**src/rtl/alu_mem_master.sv**
```systemverilog
// alu_mem_master: bus initiator for the register-mapped ALU slave.
// It accepts one command (A, B, OP) on a valid/ready port and writes the three
// values to slave registers 0, 1 and 2. It then polls STATUS (register 3) until
// bit0 reads back as done, or until POLL_MAX reads have gone by. The captured
// res_out (or a timeout error) is returned on a valid/ready response port.
//
// Ports:
//   clk, reset            : clock (rising edge), asynchronous active-low reset
//   cmd_valid/cmd_ready   : command handshake; cmd_ready is high only in IDLE
//   cmd_a/cmd_b/cmd_op    : operands and opcode, latched at acceptance
//   rsp_valid/rsp_ready   : response handshake
//   rsp_result/rsp_err    : captured res_out, or 0 with err=1 on poll timeout
//   addr/wr_data/rd_wr    : slave bus (rd_wr: 0 = write, 1 = read)
//   enable                : one-cycle strobe per bus access
//   rd_data/res_out       : slave read data and ALU result
module alu_mem_master #(
  parameter int ADDR_WIDTH = 2,
  parameter int DATA_WIDTH = 8,
  parameter int RES_WIDTH  = 16,
  parameter int RD_LATENCY = 1,
  parameter int POLL_MAX   = 255
) (
  input  logic                  clk,
  input  logic                  reset,
  input  logic                  cmd_valid,
  output logic                  cmd_ready,
  input  logic [DATA_WIDTH-1:0] cmd_a,
  input  logic [DATA_WIDTH-1:0] cmd_b,
  input  logic [DATA_WIDTH-1:0] cmd_op,
  output logic                  rsp_valid,
  input  logic                  rsp_ready,
  output logic [RES_WIDTH-1:0]  rsp_result,
  output logic                  rsp_err,
  output logic [ADDR_WIDTH-1:0] addr,
  output logic [DATA_WIDTH-1:0] wr_data,
  output logic                  rd_wr,
  output logic                  enable,
  input  logic [DATA_WIDTH-1:0] rd_data,
  input  logic [RES_WIDTH-1:0]  res_out
);

  typedef enum logic [2:0] {IDLE, WR_A, WR_B, WR_OP, RD_REQ, RD_WAIT, RESP} state_t;

  localparam logic [ADDR_WIDTH-1:0] ADDR_A      = ADDR_WIDTH'(0);
  localparam logic [ADDR_WIDTH-1:0] ADDR_B      = ADDR_WIDTH'(1);
  localparam logic [ADDR_WIDTH-1:0] ADDR_OP     = ADDR_WIDTH'(2);
  localparam logic [ADDR_WIDTH-1:0] ADDR_STATUS = ADDR_WIDTH'(3);
  localparam logic [2:0]            WAIT_LAST   = 3'(RD_LATENCY - 1);
  localparam logic [15:0]           POLL_LIMIT  = 16'(POLL_MAX);

  state_t                  state_q, state_d;
  logic                    enable_q, enable_d;
  logic                    rd_wr_q, rd_wr_d;
  logic [ADDR_WIDTH-1:0]   addr_q, addr_d;
  logic [DATA_WIDTH-1:0]   wr_data_q, wr_data_d;
  logic                    rsp_valid_q, rsp_valid_d;
  logic [RES_WIDTH-1:0]    rsp_result_q, rsp_result_d;
  logic                    rsp_err_q, rsp_err_d;
  logic [15:0]             poll_q, poll_d;
  logic [2:0]              wait_q, wait_d;
  logic [DATA_WIDTH-1:0]   a_q, a_d, b_q, b_d, op_q, op_d;

  // Only bit0 (done) of STATUS carries meaning; the upper bits are reserved.
  logic [DATA_WIDTH-1:0]   status_unused;
  assign status_unused = rd_data;

  always_comb begin
    state_d      = state_q;
    enable_d     = enable_q;
    rd_wr_d      = rd_wr_q;
    addr_d       = addr_q;
    wr_data_d    = wr_data_q;
    rsp_valid_d  = rsp_valid_q;
    rsp_result_d = rsp_result_q;
    rsp_err_d    = rsp_err_q;
    poll_d       = poll_q;
    wait_d       = wait_q;
    a_d          = a_q;
    b_d          = b_q;
    op_d         = op_q;
    // Bus outputs are registered, so each state prepares the access that the
    // following state presents on the bus.
    case (state_q)
      IDLE: begin
        if (cmd_valid) begin
          a_d       = cmd_a;
          b_d       = cmd_b;
          op_d      = cmd_op;
          poll_d    = '0;
          state_d   = WR_A;
          enable_d  = 1'b1;
          rd_wr_d   = 1'b0;
          addr_d    = ADDR_A;
          wr_data_d = cmd_a;
        end
      end
      WR_A: begin
        state_d   = WR_B;
        addr_d    = ADDR_B;
        wr_data_d = b_q;
      end
      WR_B: begin
        state_d   = WR_OP;
        addr_d    = ADDR_OP;
        wr_data_d = op_q;
      end
      WR_OP: begin
        state_d = RD_REQ;
        rd_wr_d = 1'b1;
        addr_d  = ADDR_STATUS;
      end
      RD_REQ: begin
        state_d  = RD_WAIT;
        enable_d = 1'b0;
        poll_d   = poll_q + 16'd1;
        wait_d   = '0;
      end
      RD_WAIT: begin
        if (wait_q == WAIT_LAST) begin
          if (rd_data[0]) begin
            rsp_result_d = res_out;
            rsp_err_d    = 1'b0;
            rsp_valid_d  = 1'b1;
            state_d      = RESP;
          end else if (poll_q == POLL_LIMIT) begin
            rsp_result_d = '0;
            rsp_err_d    = 1'b1;
            rsp_valid_d  = 1'b1;
            state_d      = RESP;
          end else begin
            state_d  = RD_REQ;
            enable_d = 1'b1;
          end
        end else begin
          wait_d = wait_q + 3'd1;
        end
      end
      RESP: begin
        if (rsp_ready) begin
          rsp_valid_d = 1'b0;
          state_d     = IDLE;
        end
      end
      default: state_d = IDLE;
    endcase
  end

  always_ff @(posedge clk or negedge reset) begin
    if (!reset) begin
      state_q      <= IDLE;
      enable_q     <= 1'b0;
      rd_wr_q      <= 1'b1;
      addr_q       <= '0;
      wr_data_q    <= '0;
      rsp_valid_q  <= 1'b0;
      rsp_result_q <= '0;
      rsp_err_q    <= 1'b0;
      poll_q       <= '0;
      wait_q       <= '0;
    end else begin
      state_q      <= state_d;
      enable_q     <= enable_d;
      rd_wr_q      <= rd_wr_d;
      addr_q       <= addr_d;
      wr_data_q    <= wr_data_d;
      rsp_valid_q  <= rsp_valid_d;
      rsp_result_q <= rsp_result_d;
      rsp_err_q    <= rsp_err_d;
      poll_q       <= poll_d;
      wait_q       <= wait_d;
    end
  end

  // Latched command copies are only meaningful after acceptance.
  always_ff @(posedge clk) begin
    a_q  <= a_d;
    b_q  <= b_d;
    op_q <= op_d;
  end

  assign cmd_ready  = (state_q == IDLE);
  assign enable     = enable_q;
  assign rd_wr      = rd_wr_q;
  assign addr       = addr_q;
  assign wr_data    = wr_data_q;
  assign rsp_valid  = rsp_valid_q;
  assign rsp_result = rsp_result_q;
  assign rsp_err    = rsp_err_q;

endmodule

```
**config.mk**
```make
export PLATFORM = sky130hd
export DESIGN_NAME = alu_mem_master
export DESIGN_NICKNAME = d
export VERILOG_FILES = /design/src/rtl/alu_mem_master.sv
export SDC_FILE = /design/constraint.sdc
export NUM_CORES = 1
export LEC_CHECK = 0
export BUFFER_PORTS_ARGS = -buffer_cell sky130_fd_sc_hd__buf_2
export CAP_MARGIN = 10
export CORE_MARGIN = 2
export CORE_UTILIZATION = 25
export DETAILED_ROUTE_END_ITERATION = 8
export HOLD_SLACK_MARGIN = 0.15
export SYNTH_ARGS = -nofsm -noshare
export SYNTH_HDL_FRONTEND = slang
export SYNTH_SLANG_ARGS = --single-unit
export TNS_END_PERCENT = 10
```
**constraint.sdc**
```tcl
create_clock -name clk -period 2.6 [get_ports clk]
set_clock_uncertainty 0.1 [all_clocks]
set_input_delay 0.13 -clock clk [delete_from_list [all_inputs] [get_ports clk]]
set_output_delay 0.13 -clock clk [all_outputs]
set_load 0.05 [all_outputs]
```
; Yosys cells after proc, flatten, opt, wreduce, memory -nomap -nowiden
; Cells that the tools add are included.
[totals]
ff_bits = 68
latch_bits = 0
ram_bits = 0
rom_bits = 0
input_bits = 52
output_inout_bits = 31
word_cells = 77
mem_count = 0
[op_classes]
n_addsub = 2
mul = 0
div_mod_pow = 0
order_cmp = 0
eq_ne = 14
shifts = 0
muxes = 29
bitwise_logic = 0
reduce_logical = 20
[op_table]
columns = op, count
row1 = 16-bit two-way mux, 3
row2 = 16-bit case mux with 2 select lines, 1
row3 = 8-bit case mux with 3 select lines, 1
row4 = 3-bit case mux with 7 select lines, 1
row5 = "16-bit by 1-bit adder with 16-bit output, second input constant", 1
row6 = "16-bit by 8-bit == test with 1-bit output, second input constant", 1
row7 = 3-bit two-way mux, 4
row8 = "2-bit != test, second input constant", 6
row9 = 2-bit AND reduction, 6
row10 = 1-bit two-way mux, 10
row11 = 2-bit nonzero test, 5
row12 = "3-bit == test, second input constant", 3
row13 = 8-bit two-way mux, 1
row14 = 2-bit case mux with 4 select lines, 1
row15 = "3-bit by 2-bit == test with 1-bit output, second input constant", 2
row16 = 3-bit zero test, 2
row17 = 2-bit two-way mux, 3
row18 = 3-bit case mux with 2 select lines, 1
row19 = 3-bit AND reduction, 2
row20 = 3-bit nonzero test, 2
row21 = 5-bit AND reduction, 1
row22 = 1-bit case mux with 2 select lines, 2
row23 = 4-bit AND reduction, 1
row24 = 4-bit nonzero test, 1
row25 = 4 further kinds, 4

; Logic depth before layout (Yosys ltp)
[logic_depth]
depth_word = 5
ltp_mapped = 7
mapped_depth_nobuf = 6

; Worst setup path before layout
; OpenSTA, ideal clock, no wires.
[synth_path]
path_type = register to register
startpoint = register state_q[1]
endpoint = register poll_q[2]
setup_ns = 0.129
t_arrival_ns = 2.724
required_ns = 2.371
slack_ns = -0.353
path_stages_with_launch = 8
path_buffers = 1
period_less_slack_ns = 2.953
path_cell_list = dfrtp_1 > clkbuf_1 > nor3_1 > nand2_1 > inv_1 > nor2_1 > o21ai_0 > o21ai_0
[synth_via]
elab_chain_len = 3
word_cells_on_any_way = 6
classes_between = eq/ne (2) / mux (1) / reduce/logical (3)
[synth_lines]
columns = item, line_no
row1 = start: declaration, 51  ; state_t state_q, state_d;
row2 = start signal: assignment, 161  ; state_q <= state_d;
row3 = 3-bit zero test (*), --
row4 = net cmd_ready, 26  ; output logic cmd_ready,
row5 = 2-bit != test (no source line) or 2-bit nonzero test (tied branches), --
row6 = 2-bit AND reduction (no source line), --
row7 = end signal: assignment, 169  ; poll_q <= poll_d;
row8 = end: declaration, 59  ; logic [15:0] poll_q, poll_d;
; The timed path passes the listed nets; every way through them passes the cells marked *.
; A chain may end at the register's enable or synchronous reset.

; Worst setup path after layout
[layout_path]
startpoint = register state_q[2]
endpoint = register poll_q[14]
[layout_via]
elab_chain_len = 3
word_cells_on_any_way = 6
classes_between = eq/ne (2) / mux (1) / reduce/logical (3)
[layout_lines]
columns = item, line_no
row1 = 3-bit == test or 3-bit zero test (tied branches), 83  ; case (state_q)
row2 = 2-bit nonzero test (no source line) or 2-bit != test (tied branches), --
row3 = 2-bit AND reduction (no source line), --
; Parallel ways exist; a longest one is shown, timed or not.

==> qor.yml <==
clocking:
  numClockSinks: 68
  cts_resized: 0
  post_cts_buffers: 0
  cts_buffer_depth: 2
  numCtsBuffers: 9
  clock_latency_ns: 0.33
  cts_tree: "done"
  cts.htree.levels: 3
  cts_root_buf: "clkbuf_16"
  clk_pin_slew_ns: 0.05
timing:
  fin_crit_sh_pct: 85.5
  worst_slack_ns: 0.377
  clock.fmax_mhz: 450
  worst-slew-pin-transition_ns: 0.640
  tns_ns: 0
  hold_ws_ns: 0.229
  setup-violations-final: 0
  maxSlewHeadroom_pct: 57.3
  slew_viol_final: 0
  rsz0062_at_grt: "no"
  fin_crit_ns: 2.22
  hold_viol_final: 0
logic_synthesis:
  yosysTopAreaCell: "dfrtp_1"
  synth-warning-count: 0
  synth_edf_count: 16
  synth_top_area_share_pct: 41.1
  ys_seq_area_share_pct: 57.5
  syn_area_mm2: 0.00310
  ys_ff_latch: 68
  synth-main-ff-cell: "dfrtp_1"
  synth_cells: 275
  synth_area_leaders: "dfrtp_1, edfxtp_1, a22o_1"
  synthDistinctLibCells: 53
  yosysMostFrequentCell: "dfrtp_1"
  syn_avg_cell_area_um2: 11.3
  synth.net_count: 330
  synth-async-reset-ratio_pct: 76.5
  synth_common_cells: "dfrtp_1, a21oi_1, nand2_1"
setup_path:
  rr_startpoint: "state_q[2]"
  worstPathArrival_ns: 2.34
  cp_cell_sequence: "or3b_1 > or3_1 > nand2b_1 > mux2i_1"
  slowest_stage: "dfrtp_1"
  crit_required_ns: 2.71
  slowest_delay_ns: 0.63
  crit_buf_inv: 0
  startpoint_type: "flip-flop"
  crit_path_start: "state_q[2]"
  crit_fanout: 15
  crit_family: "simple AND/OR/NAND/NOR gates"
  setup.worst_path.class: "flip-flop to flip-flop"
  crit_path_end_kind: "flip-flop"
worst_hold_path:
  hold_path_class: "primary input to async pin"
die:
  rows: 40
  initial_utilization_pct: 25.7
  fp.dieW_um: 115
  die_area_mm2: 0.0133
  io_pins: 83
  die_height_um: 115
  fp.coreArea_mm2: 0.0121
status:
  status: "complete, no violations"
placement:
  dp_hpwl_um: 5400
  port_buffers: 75
  place_inst: 511
  gp_congestion: 0.768
  pre_cts_slack_ns: 0.389
finish:
  n_fill_cell: 1193
  fin_cells: 571
  area_growth_pct: 43.3
  finalNetCount: 453
  antennaDiodeCount: 0
  drive_above_1_share_pct: 29.0
detailed_routing:
  routed_via_density: 4.63
  wl_met1_um: 3540
  wl_per_cell_um: 14.1
  wl_met3_um: 383
  dr.pass1.iters: 4
  wl_um: 8050
  antenna_left: 0
  wl_met2_um: 4020
  dr.first_iter.drc_count: 125
  dr_total_vias: 2642
  drc: 0
  highest_layer: "met4"
global_route:
  grt_max_degree: 25
  grt_pass1_wl_um: 12600
  gr-total-overflow: 0
  grt_use_total_pct: 12.5
  grt_pass1_vias: 2541
  grt_antenna_before_repair: 0
pwr:
  p_per_area_mw_per_mm2: 1190
  peakVddDrop_mv: 0.573
  leakagePower_nw: 1.98
run:
  max-cap-violations: 0
-- through the flow --
step	cell area (µm²)	total power (W)	utilization (%)
6_report	4450	0.00528	36.9
5_1_grt	4450	0.00557	36.9
4_1_cts	4450	0.00534	36.9
3_5_place_dp	3690	0.00400	30.6
3_3_place_gp	3690	0.00394	30.6
2_1_floorplan	3110	0.00337	-
-- timing repair --
item	4_1_cts	5_1_grt
endpoints found under the hold margin	68	0
hold buffers	44	0
setup endpoints to repair	0	0
-- kinds of logic after synthesis --
| group | synth area share, % |
|---|---|
| buffers and inverters | 3.51 |
| AND/OR/NAND/NOR | 12.9 |
| multiplexers | 1.94 |
| AO/OA/AOI/OAI | 23.0 |
| flip-flops | 57.5 |
| adder cells (fa/ha/maj) | 1.21 |
-- sequential cells by signal, summed over array words and instances, names as in the netlist --
signal / flops
poll_q: 16
b_q: 8
wait_q: 3
rsp_result: 16
addr: 2
enable: 1
state_q: 3
rd_wr: 1
rsp_valid: 1
op_q: 8
wr_data: 8
rsp_err: 1
-- power by group --
| group | switching, W | internal, W | leakage (nW) |
|---|---|---|---|
| clock network | 0.000437 | 0.000821 | 0.157 |
| logic | 0.00162 | 0.000754 | 1.00 |
| registers | 0.000210 | 0.00144 | 0.815 |
| total | 0.00227 | 0.00301 | 1.98 |
-- final timing paths --
kind | end | slack [ns] | depth (start not counted)
setup / recovery | poll_q[14] | 0.38 | 4
hold / removal | poll_q[5] | 0.23 | 2
setup reg to reg | poll_q[14] | 0.38 | 4
hold reg to reg | rsp_result[12] | 0.39 | 1
max in group asynchronous | rd_wr | 1.46 | 3
min in group clk | rsp_result[12] | 0.39 | 1
-- cells in the final DEF, fill, tap and decap left out, drive strengths merged, types with 2 or more instances in the layout --
cell / n
nand3: 4
buf: 85
o31ai: 4
ha: 3
inv: 8
nor2b: 10
a31oi: 2
a22o: 25
o211ai: 3
clkbuf: 12
nand4: 5
a21oi: 23
mux2i: 6
or4: 2
nor2: 9
nor3: 3
o22ai: 16
nand2b: 4
dlygate4sd3: 44
nand2: 21
edfxtp: 16
dfrtp: 51
o41ai: 2
clkinv: 4
nor4: 4
o21ai: 17
-- metal layers --
layer / up-vias / GRT usage, %
met5: - / 0
met2: 72 / 21.6
met3: 11 / 4.01
met4: 0 / 4.18
li1: 1280 / -
met1: 1279 / 14.7
-- layout make-up --
type / instances / area, µm² / share of cell area (%)
clock inverter: 4 / 45.0 / 1.01
sequential: 68 / 1780 / 40.1
tap: 168 / 210 / 4.73
multi-input combinational: 181 / 1210 / 27.3
clock buffer: 12 / 268 / 6.02
timing repair buffer: 129 / 891 / 20.0
inverter: 9 / 33.8 / 0.760
-- worst register-to-register path: stages (launching register included) --
cell	delay, ns
dfrtp_1	0.63
or3b_1	0.58
or3_1	0.47
nand2b_1	0.20
mux2i_1	0.12
Power figures use the tool's default switching activity.
